$ cat src/rtl/sw_debounce_if.sv
`default_nettype none
// ============================================================================
// Module      : sw_debounce_if
// Description : Switch-conditioning bundle: raw switch levels in, debounced
//               levels plus one-cycle edge pulses out.
// Revision    : 1.0 - initial release
// ============================================================================
interface sw_debounce_if #(
    parameter int WIDTH = 8
);
    logic [WIDTH-1:0] sw_raw;
    logic [WIDTH-1:0] sw_stable;
    logic [WIDTH-1:0] sw_rise;
    logic [WIDTH-1:0] sw_fall;
    logic             change_pulse;

    // Board / stimulus side: drives raw levels, observes conditioned outputs
    modport master (
        output sw_raw,
        input  sw_stable,
        input  sw_rise,
        input  sw_fall,
        input  change_pulse
    );

    // Debouncer side
    modport slave (
        input  sw_raw,
        output sw_stable,
        output sw_rise,
        output sw_fall,
        output change_pulse
    );
endinterface
`default_nettype wire

$ cat src/rtl/sw_debounce.sv
`default_nettype none
// ============================================================================
// Module      : sw_debounce
// Description : Per-bit two-flop synchroniser and stability-counter debouncer
//               for board switches, with registered rise/fall/change pulses.
// Revision    : 1.0 - initial release
// ============================================================================
module sw_debounce #(
    parameter int WIDTH           = 8,
    parameter int DEBOUNCE_CYCLES = 500000,
    parameter int CNT_W           = 19
) (
    input  wire           clk_clk,
    input  wire           reset_reset_n,
    sw_debounce_if.slave  bus
);

    // Terminal count: the mismatch must be seen on this count value to commit
    localparam logic [CNT_W-1:0] c_cnt_last = CNT_W'(DEBOUNCE_CYCLES - 1);

    logic [WIDTH-1:0] r_sync1;
    logic [WIDTH-1:0] r_sync2;
    logic [WIDTH-1:0] r_stable;
    logic [WIDTH-1:0] r_rise;
    logic [WIDTH-1:0] r_fall;
    logic             r_change;
    logic [CNT_W-1:0] r_cnt [WIDTH];

    logic [WIDTH-1:0] w_mismatch;
    logic [WIDTH-1:0] w_update;

    assign w_mismatch = r_sync2 ^ r_stable;

    // A bit commits when it still disagrees on the terminal count value
    always_comb begin
        w_update = '0;
        for (int i = 0; i < WIDTH; i++) begin
            w_update[i] = w_mismatch[i] && (r_cnt[i] == c_cnt_last);
        end
    end

    // Two-flop synchroniser; only r_sync2 is used downstream
    always_ff @(posedge clk_clk or negedge reset_reset_n) begin
        if (!reset_reset_n) begin
            r_sync1 <= '0;
            r_sync2 <= '0;
        end else begin
            r_sync1 <= bus.sw_raw;
            r_sync2 <= r_sync1;
        end
    end

    // Per-bit stability counters; any agreement with the stable level restarts the count
    always_ff @(posedge clk_clk or negedge reset_reset_n) begin
        if (!reset_reset_n) begin
            r_stable <= '0;
            for (int i = 0; i < WIDTH; i++) begin
                r_cnt[i] <= '0;
            end
        end else begin
            for (int i = 0; i < WIDTH; i++) begin
                if (!w_mismatch[i]) begin
                    r_cnt[i] <= '0;
                end else if (w_update[i]) begin
                    r_cnt[i]    <= '0;
                    r_stable[i] <= r_sync2[i];
                end else begin
                    r_cnt[i] <= r_cnt[i] + CNT_W'(1);
                end
            end
        end
    end

    // Edge pulses registered alongside the stable update so they align with the new level
    always_ff @(posedge clk_clk or negedge reset_reset_n) begin
        if (!reset_reset_n) begin
            r_rise   <= '0;
            r_fall   <= '0;
            r_change <= 1'b0;
        end else begin
            r_rise   <= w_update & r_sync2;
            r_fall   <= w_update & ~r_sync2;
            r_change <= |w_update;
        end
    end

    assign bus.sw_stable    = r_stable;
    assign bus.sw_rise      = r_rise;
    assign bus.sw_fall      = r_fall;
    assign bus.change_pulse = r_change;

endmodule
`default_nettype wire

$ cat src/flat_wrapper.sv
// flat-port wrapper written by rule: the top's interface ports become plain ports
module sw_debounce_flat 
#(
    parameter int WIDTH           = 8,
    parameter int DEBOUNCE_CYCLES = 500000,
    parameter int CNT_W           = 19
)
  (clk_clk, reset_reset_n, bus_sw_raw, bus_sw_stable, bus_sw_rise, bus_sw_fall, bus_change_pulse);
  sw_debounce_if #(.WIDTH(WIDTH)) bus_i ();
  input  wire clk_clk;
  input  wire reset_reset_n;
  input wire logic [$bits(bus_i.sw_raw)-1:0] bus_sw_raw;
  output wire logic [$bits(bus_i.sw_stable)-1:0] bus_sw_stable;
  output wire logic [$bits(bus_i.sw_rise)-1:0] bus_sw_rise;
  output wire logic [$bits(bus_i.sw_fall)-1:0] bus_sw_fall;
  output wire logic [$bits(bus_i.change_pulse)-1:0] bus_change_pulse;
  assign bus_i.sw_raw = bus_sw_raw;
  assign bus_sw_stable = bus_i.sw_stable;
  assign bus_sw_rise = bus_i.sw_rise;
  assign bus_sw_fall = bus_i.sw_fall;
  assign bus_change_pulse = bus_i.change_pulse;
  sw_debounce #(.WIDTH(WIDTH), .DEBOUNCE_CYCLES(DEBOUNCE_CYCLES), .CNT_W(CNT_W)) u_core (.clk_clk(clk_clk), .reset_reset_n(reset_reset_n), .bus(bus_i));
endmodule
$ cat config.mk
export PLATFORM = sky130hd
export DESIGN_NAME = sw_debounce_flat
export DESIGN_NICKNAME = d
export VERILOG_FILES = /design/src/rtl/sw_debounce_if.sv /design/src/rtl/sw_debounce.sv /design/src/flat_wrapper.sv
export SDC_FILE = /design/constraint.sdc
export NUM_CORES = 1
export LEC_CHECK = 0
export BUFFER_PORTS_ARGS = -buffer_cell sky130_fd_sc_hd__buf_2
export CAP_MARGIN = 5
export CELL_PAD_IN_SITES_DETAIL_PLACEMENT = 0
export CELL_PAD_IN_SITES_GLOBAL_PLACEMENT = 2
export CORE_UTILIZATION = 43
export CTS_BUF_LIST = sky130_fd_sc_hd__clkbuf_8
export DETAILED_ROUTE_END_ITERATION = 10
export HOLD_SLACK_MARGIN = 0.05
export PLACE_DENSITY_LB_ADDON = 0.15
export SYNTH_ARGS = -nofsm -noshare
export SYNTH_HDL_FRONTEND = slang
export SYNTH_SLANG_ARGS = --single-unit
$ cat constraint.sdc
create_clock -name clk_clk -period 2.5 [get_ports clk_clk]
set_input_delay 0.5 -clock clk_clk [delete_from_list [all_inputs] [get_ports clk_clk]]
set_output_delay 0.5 -clock clk_clk [all_outputs]
set_load 0.005 [all_outputs]
==> flow_summary_export.csv, run 1 <==
group,metric,value,unit
global_routing,grt_pass1_wl,27.7,mm
synthesis,synthCells,812,
synthesis,synthFlopType,"dfrtp_1",
synthesis,synthMuxAreaShare,0.790,%
worst_hold_path,hp-start,"bus_sw_raw[2]",
placement,routabilityCongestion,0.782,
cells_and_area,drive_gt1_share,10.4,%
sta,skew,0.0183,ns
worst_setup_path,cp.required,2.84,ns
placement,io_buffer_count,34,
routing,vias,5740,
sta,period_minus_slack,2.23,ns
power,clkPwrFrac,36.7,%
global_routing,track_usage,17.1,%
sta,rsz0062_at_grt,"no",
worst_setup_path,r2r_cells,7,
power,power_density,565,nW/µm²
global_routing,grt_pass1_vias,5809,
sta,hold_viol,0,
cells_and_area,area_delta_synth_final,11.0,%
synthesis,async_reset_ff_share,100,%
floorplan,die_x,143,µm
global_routing,antenna_found_initial,0,
power,finalPower,5.36,mW
sta,tns,0,ns
placement,placed_cell_area,9100,µm²
global_routing,grt_max_degree,61,
routing,drt_first_pass_iters,4,
clocking,clk_path_buf_depth,2,
power,p_seq_share,59.8,%
synthesis,synth-compound-area-share,0.322,%
cells_and_area,final_area,9490,µm²
worst_setup_path,crit_path_start,"u_core.r_cnt[114]",
power,internal_power,4.05,mW
sta,setup_viol,0,
routing,ant_nets,0,
clocking,ctsResizeCount,0,
floorplan,initial_core_util,43.9,%
worst_setup_path,critPathCapture,"u_core.r_cnt[116]",
clocking,insertion_delay,0.47,ns
worst_setup_path,worstSetupPathType,"reg -> reg",
floorplan,ioPinCount,35,
synthesis,synth-simple-area-share,24.6,%
placement,pre_cts_slack,0.268,ns
clocking,cts_hold_buf,1,
sta,drv_slew,0,
placement,dp.cells,1110,
synthesis,synth.area.top_cells,"dfrtp_1 56%, nor2_1 8.6%, xor2_1 8.5%",
worst_hold_path,hp-class,"in -> reg",
sta,holdWs,0.127,ns
synthesis,ys_warn_count,0,
clocking,clockRootBuffer,"clkbuf_8",
outcome,status,"finished, final reports clean",
global_routing,grt.overflow.total,0,
sta,worst_slack,0.273,ns
clocking,clkTransAtPathRegs,0.11,ns
cells_and_area,n_antenna_cell,0,
synthesis,synth_top_family_by_area,"simple AND/OR/NAND/NOR gates",
power,switching_share,24.5,%
cells_and_area,fillers,1775,
power,p_switching,1.31,mW
clocking,clkSinkCount,193,
synthesis,ys_ff_latch,193,
clocking,cts_buffers,17,
worst_setup_path,r2r_start,"u_core.r_cnt[114]",
floorplan,dieArea,20500,µm²
synthesis,avgSynthCellArea,10.5,µm²
sta,fin_crit_sh,89.1,%
routing,initialDrtViolationCount,326,
run,drv_cap,0,
worst_setup_path,critPathArrivalTime,2.57,ns
sta,fmax,0.449,GHz
synthesis,yosysTopAreaCellShare,56.5,%
routing,wire_per_inst,13.8,µm
worst_setup_path,r2r_slack,0.27,ns
floorplan,rows,51,
cells_and_area,fin_util,48.7,%
synthesis,synth_enable_flop_cells,0,
synthesis,syn-num-nets,830,
worst_setup_path,start_kind,"flop",
cells_and_area,final_cells,1143,
power,combPwrFrac,3.5,%
sta,worst_slew_pin_slew,0.665,ns
synthesis,synth-xor-area-share,14.8,%
floorplan,coreArea,19500,µm²
clocking,htree_levels,4,
clocking,post_cts_buffers,0,
worst_setup_path,cp-end-kind,"flop",
synthesis,ys_seq_area_share,56.5,%
synthesis,syn_area,8550,µm²
synthesis,ys_types,35,
worst_setup_path,worstPathMaxFanout,19,
sta,timing.slew.headroom,55.6,%
routing,drcViolationCount,0,
floorplan,die_h,143,µm
placement,hpwlAfterDp,10.7,mm
power,leakagePower,4.22,nW
routing,drt_wl_total,15.7,mm
routing,avgViaCountPerCell,5.02,
worst_setup_path,r2r-end,"u_core.r_cnt[116]",
cells_and_area,nNetsFinal,883,
synthesis,yosys.area.top_type,"dfrtp_1",
power,peakVddDrop,0.298,mV
synthesis,synthAdderAreaFrac,1.17,%
clocking,cts_tree,"done",
-- flip-flops by register name, summed over array words and instances, names as in the netlist --
signal and count:
u_core.bus.change_pulse 1, u_core.bus.sw_fall 8, u_core.bus.sw_rise 8, u_core.bus.sw_stable 8, u_core.r_cnt 152, u_core.r_sync1 8
u_core.r_sync2 8
-- cell type report --
cell class | count | area [µm²] | share of cell area (%)
clock buffer | 18 | 248 | 2.61
clock inverter | 14 | 133 | 1.40
inverter | 22 | 82.6 | 0.870
multi-input combinational | 584 | 3560 | 37.5
sequential | 193 | 4830 | 50.9
tap | 265 | 332 | 3.50
timing repair buffer | 47 | 304 | 3.20
-- cell usage after synthesis (10+ instances only) --
cell and instances:
xnor2_1 61, xor2_1 83, and4_1 14, nor2_1 197
inv_1 22, nand2_1 32, and3_1 17, nand4_1 44
nor4b_1 10, dfrtp_1 193, nand3_1 60, nor4_1 10
-- worst max-delay path, stage by stage (launching register included) --
cell and delay (ns):
dfrtp_1 0.40, ha_1 0.22, nand4_1 0.13, or4_1 0.54, nor4b_4 0.37, or2_1 0.15
buf_4 0.23, nor2_1 0.08
-- worst min-delay path by stage --
stage | endpoint | slack [ns] | cells past startpoint
finish | u_core.r_sync1[2] | 0.13 | 1
global route | u_core.r_sync1[3] | 0.08 | 1
CTS | u_core.r_sync1[2] | 0.09 | 1
detailed placement | u_core.r_sync2[7] | 0.34 | 0
global placement | u_core.r_sync2[5] | 0.33 | 0
floorplan | u_core.bus.change_pulse | 0.20 | 0
-- routing by layer --
layer  track usage, %  up-vias  part of all wire [%]  routed length, µm
met4             5.15        0                  0.97                153
met5                0        -                     0                  0
met1             23.3     2836                    49               7710
li1                 -     2835                     -                  -
met2             27.2       59                    47               7430
met3             3.99       10                   2.8                442
-- cells in the final DEF, fill, tap and decap left out, types with 4 or more instances in the layout --
cell        n
ha_1        8
nand2_1    32
nand4_1    44
mux2_2      6
inv_6       4
and4_1     14
buf_2      33
and2_1      6
nor4_1     10
clkinv_4    5
buf_4      10
dfrtp_1   193
nor3_1      8
xnor2_1    61
nor4bb_1    4
and3_1     17
or2_2       5
nor2_1    197
nor4b_1    10
inv_1      23
xor2_1     83
clkbuf_8   19
nand3_1    60
-- kinds of logic after synthesis --
family,Yosys count
AND/OR/NAND/NOR,423
flip-flops,193
XOR/XNOR,144
buffers and inverters,35
adder cells (fa/ha/maj),8
multiplexers,6
AO/OA/AOI/OAI,3
-- power by group through the flow --
stage / Combinational (mW) / Sequential (mW) / Clock (mW)
2_1_floorplan: 0.0949 / 3.26 / 0
3_3_place_gp: 0.187 / 3.26 / 0
3_5_place_dp: 0.194 / 3.27 / 0
4_1_cts: 0.197 / 3.21 / 2.06
5_1_grt: 0.220 / 3.21 / 2.17
6_report: 0.188 / 3.21 / 1.97
No activity file was read; power rests on OpenSTA's default activity.
==> run 2, diff against run 1 <==
Settings changed: ABC_AREA from default to 1, ABC_CLOCK_PERIOD_IN_PS from default to 2500, CORE_ASPECT_RATIO from default to 1.25, CORE_UTILIZATION 43 to 40.
==> run 2 against run 1 <==
Sequential share of layout area shrank 6.7 points. Clock skew is 0.0036 ns lower. Area after synthesis increased by 16%. Hold slack got worse by 0.011 ns. Cell count rose by 38%. Via count increased by 28%. Critical path depth decreased by 1. Combinational power rose by 18%. Largest cell class unchanged. Count of clock-buffer cells in the layout fell by 1.
==> flow_summary_export.csv, run 2 <==
group,metric,value,unit
routing,vias,7347,
synthesis,ys_types,29,
worst_setup_path,crit_slowest_cell,"nand3_1",
clocking,clkTransAtPathRegs,0.11,ns
worst_setup_path,cp.required,2.87,ns
floorplan,coreArea,24000,µm²
cells_and_area,n_antenna_cell,0,
routing,ant_nets,0,
synthesis,synth_top_family_by_area,"simple AND/OR/NAND/NOR gates",
routing,drt_first_pass_iters,4,
placement,io_buffer_count,34,
clocking,cts_tree,"done",
clocking,clkSinkCount,193,
sta,tns,0,ns
synthesis,synth-xor-area-share,6.02,%
clocking,ctsResizeCount,0,
sta,drv_slew,0,
sta,holdWs,0.116,ns
synthesis,synth_enable_flop_cells,0,
sta,worst_slew_pin_slew,0.525,ns
routing,wire_per_inst,12.9,µm
placement,routabilityCongestion,0.775,
clocking,post_cts_buffers,0,
worst_hold_path,hp-class,"in -> reg",
cells_and_area,final_common_cell,"nor2_1",
clocking,clk_path_buf_depth,2,
cells_and_area,final_cell_mix,"275 x nor2_1, 208 x nand2_1, 193 x dfrtp_1, 125 x inv_1, 95 x nand3_1",
cells_and_area,nNetsFinal,1260,
synthesis,synth.area.top_cells,"dfrtp_1 49%, nor2_1 10%, nand2_1 7.9%",
power,power_density,504,nW/µm²
synthesis,async_reset_ff_share,100,%
worst_setup_path,critPathArrivalTime,2.09,ns
synthesis,synthFlopType,"dfrtp_1",
cells_and_area,top_register,"u_core.r_cnt",
sta,period_minus_slack,1.71,ns
worst_setup_path,worstSetupPathType,"reg -> reg",
clocking,clockRootBuffer,"clkbuf_8",
global_routing,grt.overflow.total,0,
sta,skew,0.0147,ns
worst_setup_path,start_kind,"flop",
sta,fmax,0.584,GHz
synthesis,synth-compound-area-share,3.05,%
synthesis,yosys.area.top_type,"dfrtp_1",
placement,dp.cells,1547,
power,finalPower,5.51,mW
floorplan,ioPinCount,35,
cells_and_area,fillers,2476,
routing,drt_wl_total,20.4,mm
floorplan,die_h,178,µm
global_routing,grt_pass1_wl,36.0,mm
worst_setup_path,worstPathMaxFanout,11,
clocking,htree_levels,4,
clocking,cts_hold_buf,1,
global_routing,track_usage,17.9,%
floorplan,initial_core_util,41.3,%
worst_setup_path,max_stage_delay,0.39,ns
worst_setup_path,critical-path-top-delay-family,"simple AND/OR/NAND/NOR gates",
sta,hold_viol,0,
synthesis,synthAdderAreaFrac,1.01,%
synthesis,avgSynthCellArea,8.34,µm²
floorplan,rows,63,
sta,timing.slew.headroom,64.9,%
synthesis,synthMuxAreaShare,0,%
synthesis,synth_most_common_cell,"nor2_1",
cells_and_area,largest_reg_flops,152,
synthesis,synth-simple-area-share,36.0,%
synthesis,synth_commonest_cells,"275 x nor2_1, 208 x nand2_1, 193 x dfrtp_1",
routing,initialDrtViolationCount,295,
sta,rsz0062_at_grt,"no",
worst_setup_path,crit_path_cell_trace,"ha_1, nand3_2, nor2_2, nand3_1, nand2_2, nor2_1",
outcome,status,"finished, final reports clean",
clocking,insertion_delay,0.48,ns
global_routing,grt_max_degree,55,
synthesis,yosysTopAreaCellShare,48.8,%
synthesis,synthCells,1186,
power,leakagePower,4.89,nW
cells_and_area,drive_gt1_share,14.4,%
routing,drcViolationCount,0,
sta,setup_viol,0,
global_routing,antenna_found_initial,0,
worst_setup_path,cp-end-kind,"flop",
placement,hpwlAfterDp,14.9,mm
synthesis,ys_seq_area_share,48.8,%
worst_setup_path,path_buf_inv,0,
cells_and_area,area_delta_synth_final,10.6,%
synthesis,syn-num-nets,1204,
power,peakVddDrop,0.306,mV
synthesis,syn_area,9890,µm²
synthesis,ys_warn_count,0,
synthesis,ys_ff_latch,193,
run,drv_cap,0,
routing,avgViaCountPerCell,4.65,
cells_and_area,final_cells,1580,
global_routing,grt_pass1_vias,7413,
clocking,cts_buffers,17,
floorplan,die_x,143,µm
floorplan,dieArea,25400,µm²
sta,fin_crit_sh,68.5,%
run 2: final cells by class:
| type | count | area [µm²] | area share, % |
|---|---|---|---|
| Inverter | 131 | 492 | 4.50 |
| Clock buffer | 17 | 234 | 2.14 |
| Clock inverter | 15 | 164 | 1.50 |
| Tap cell | 325 | 407 | 3.72 |
| Multi-Input combinational cell | 861 | 4560 | 41.7 |
| Timing Repair Buffer | 38 | 249 | 2.28 |
| Sequential cell | 193 | 4830 | 44.2 |
run 2: through the flow:
step | setup WS [ns] | util, % | area, µm²
after floorplan | 1.20 | - | 9890
after global placement | 0.793 | 43.9 | 10500
after detailed placement | 0.779 | 43.9 | 10500
after CTS | 0.753 | 45.6 | 10900
after global routing | 0.631 | 45.6 | 10900
final | 0.786 | 45.6 | 10900
run 2: cells by family (layout without fill, tap and decap cells):
logic type	Yosys count	after routing
simple gates	731	731
flops	193	193
buf+inv	132	201
xor+xnor	68	68
compound gates	54	54
fa+ha+maj	8	8
run 2: routing by layer:
metal	vias to the layer above	wire [µm]	track usage (%)	share of wire, %
met4	0	290	5.69	1.4
li1	3841	-	-	-
met3	19	408	3.18	2.0
met2	63	9860	30.2	48
met1	3424	9840	23.2	48
met5	-	0	0	0
run 2: final timing paths:
path / startpoint / endpoint / slack [ns] / cells past startpoint
min in group asynchronous: reset_reset_n / u_core.r_cnt[71] / 0.52 / 2
max in group asynchronous: reset_reset_n / u_core.r_cnt[144] / 1.34 / 3
max reg2reg: u_core.r_cnt[0] / u_core.r_cnt[17] / 0.79 / 6
min reg2reg: u_core.r_sync1[1] / u_core.r_sync2[1] / 0.36 / 0
min: bus_sw_raw[7] / u_core.r_sync1[7] / 0.12 / 1
max: u_core.r_cnt[0] / u_core.r_cnt[17] / 0.79 / 6
run 2: power by group:
group	switching, mW	total [mW]	internal [mW]
combinational	0.160	0.221	0.0606
sequential	0.0320	3.20	3.16
clock	1.26	2.10	0.840
total	1.45	5.51	4.06
run 2: worst register-to-register path, stage by stage (launching register included):
cell and delay (ns):
dfrtp_1 0.38, ha_1 0.21, nand3_2 0.13, nor2_2 0.12, nand3_1 0.39, nand2_2 0.30
nor2_1 0.07
==> run 3, diff against run 2 <==
Settings changed: ABC_CLOCK_PERIOD_IN_PS 2500 to 1700.
Clock period 2.5 ns to 1.7 ns, I/O delays scaled along.
==> run 3 against run 2 <==
Fmax rose by 9.2%. Final area rose by 1.6%. Via count rose by 0.23%. Utilization rose by 0.75 points. Sequential share of layout area fell by 0.71 points.
==> flow_summary_export.csv, run 3 (synthesis results as in run 2) <==
group,metric,value,unit
floorplan,die_h,178,µm
power,power_density,746,nW/µm²
cells_and_area,final_cell_mix,"275 x nor2_1, 208 x nand2_1, 193 x dfrtp_1, 125 x inv_1, 95 x nand3_1",
routing,drcViolationCount,0,
worst_setup_path,crit_path_cell_trace,"ha_1, nand3_2, nor2_2, nand3_1, buf_4, nand2_1, nor2_1, nand2_1",
sta,tns,0,ns
clocking,cts_tree,"done",
placement,hpwlAfterDp,14.8,mm
sta,period_minus_slack,1.57,ns
routing,met3_length,474,µm
cells_and_area,fin_util,46.4,%
worst_setup_path,critPathArrivalTime,1.94,ns
worst_setup_path,max_stage_delay,0.41,ns
floorplan,rows,63,
clocking,cts_buffers,17,
run,drv_cap,0,
cells_and_area,top_register,"u_core.r_cnt",
sta,fin_crit_sh,92.3,%
clocking,post_cts_buffers,0,
worst_setup_path,crit_slowest_cell,"dfrtp_1",
worst_setup_path,worstSetupPathType,"reg -> reg",
global_routing,antenna_found_initial,0,
cells_and_area,nNetsFinal,1277,
clocking,clockRootBuffer,"clkbuf_8",
routing,top_layer_used,"met4",
floorplan,initial_core_util,41.3,%
sta,rsz0062_at_grt,"no",
cells_and_area,area_delta_synth_final,12.4,%
cells_and_area,drive_gt1_share,14.9,%
placement,dp.cells,1556,
placement,routabilityCongestion,0.780,
floorplan,dieArea,25400,µm²
sta,worst_slew_pin_slew,0.332,ns
power,leakagePower,4.98,nW
routing,drt_wl_total,20.4,mm
routing,wl_met1,9.66,mm
placement,io_buffer_count,34,
global_routing,grt_max_degree,58,
floorplan,coreArea,24000,µm²
routing,vias,7364,
routing,ant_nets,0,
placement,placed_cell_area,10600,µm²
worst_setup_path,cp-end-kind,"flop",
sta,setup_viol,0,
global_routing,track_usage,17.9,%
floorplan,ioPinCount,35,
sta,hold_viol,0,
cells_and_area,final_common_cell,"nor2_1",
clocking,clkSinkCount,193,
floorplan,die_x,143,µm
cells_and_area,final_area,11100,µm²
sta,fmax,0.637,GHz
clocking,insertion_delay,0.49,ns
worst_setup_path,critical-path-top-delay-family,"simple AND/OR/NAND/NOR gates",
global_routing,grt_pass1_wl,35.9,mm
worst_setup_path,crit_top_cell,"nand2_1",
cells_and_area,n_antenna_cell,0,
worst_setup_path,path_buf_inv,1,
sta,drv_slew,0,
cells_and_area,fillers,2451,
cells_and_area,largest_reg_flops,152,
global_routing,grt.overflow.total,0,
outcome,status,"finished, final reports clean",
clocking,clk_path_buf_depth,2,
clocking,clkTransAtPathRegs,0.11,ns
sta,timing.slew.headroom,77.9,%
worst_setup_path,worstPathMaxFanout,7,
worst_setup_path,start_kind,"flop",
routing,initialDrtViolationCount,254,
routing,avgViaCountPerCell,4.61,
worst_setup_path,cp.required,2.07,ns
cells_and_area,final_cells,1597,
routing,drt_first_pass_iters,4,
global_routing,grt_pass1_vias,7456,
sta,skew,0.0125,ns
routing,wire_per_inst,12.7,µm
routing,met2_length,9.94,mm
worst_hold_path,hp-class,"in -> async",
clocking,htree_levels,4,
power,peakVddDrop,0.460,mV
[run 3: cell types whose count changed in the layout (fill, tap and decap cells not counted), sizes merged]
cell         before  now
clkinv            2    4
dlygate4sd3       1    9
clkinvlp          2    1
bufinv            1    2
inv             141  139
buf              36   45
[run 3: area by class of cell]
type	instances	area, µm²	area share (%)
sequential	193	4830	43.5
clock inverter	15	190	1.71
tap	325	407	3.66
inverter	131	492	4.42
timing repair buffer	55	397	3.57
clock buffer	17	234	2.11
multi-input combinational	861	4570	41.1
[run 3: layer usage]
| metal | up-vias | track usage, % |
|---|---|---|
| met4 | 0 | 5.42 |
| met1 | 3391 | 22.8 |
| met5 | - | 0 |
| li1 | 3871 | - |
| met3 | 22 | 3.13 |
| met2 | 80 | 30.8 |
[run 3: final timing paths]
path	startpoint	to	slack [ns]	cells past startpoint
max in group asynchronous	reset_reset_n	u_core.r_cnt[96]	0.78	3
setup / recovery	u_core.r_cnt[0]	u_core.bus.change_pulse	0.13	8
hold reg to reg	u_core.r_sync1[1]	u_core.r_sync2[1]	0.36	0
hold / removal	reset_reset_n	u_core.r_cnt[62]	0.30	2
setup reg to reg	u_core.r_cnt[0]	u_core.bus.change_pulse	0.13	8
min in group clk_clk	u_core.r_sync1[1]	u_core.r_sync2[1]	0.36	0
[run 3: repair_timing]
action | 4_1_cts | 5_1_grt
endpoints found under the setup margin | 0 | 2
hold buffers | 9 | 0
hold endpoints to repair | 68 | 0
gates resized for setup | 0 | 1
[run 3: worst reg2reg max path, delay by kind of cell, from the launching register on]
family | cells | cell delay [ns]
buffers and inverters | 1 | 0.20
adders and majority gates | 1 | 0.24
and+or+nand+nor | 6 | 0.62
DFF | 1 | 0.41
[run 3: power breakdown]
part	switching (mW)	internal, mW	total [mW]
registers	0.0468	4.65	4.70
clock network	1.87	1.38	3.25
logic	0.238	0.109	0.347
[run 3: stage by stage]
| step | hold WS (ns) | total power [mW] | worst slack, ns |
|---|---|---|---|
| 5_1_grt | 0.291 | 8.67 | 0.00140 |
| 3_3_place_gp | 0.260 | 5.13 | 0.151 |
| 2_1_floorplan | 0.0444 | 4.94 | 0.395 |
| 3_5_place_dp | 0.262 | 5.14 | 0.145 |
| 4_1_cts | 0.276 | 8.43 | 0.109 |
| 6_report | 0.302 | 8.29 | 0.131 |
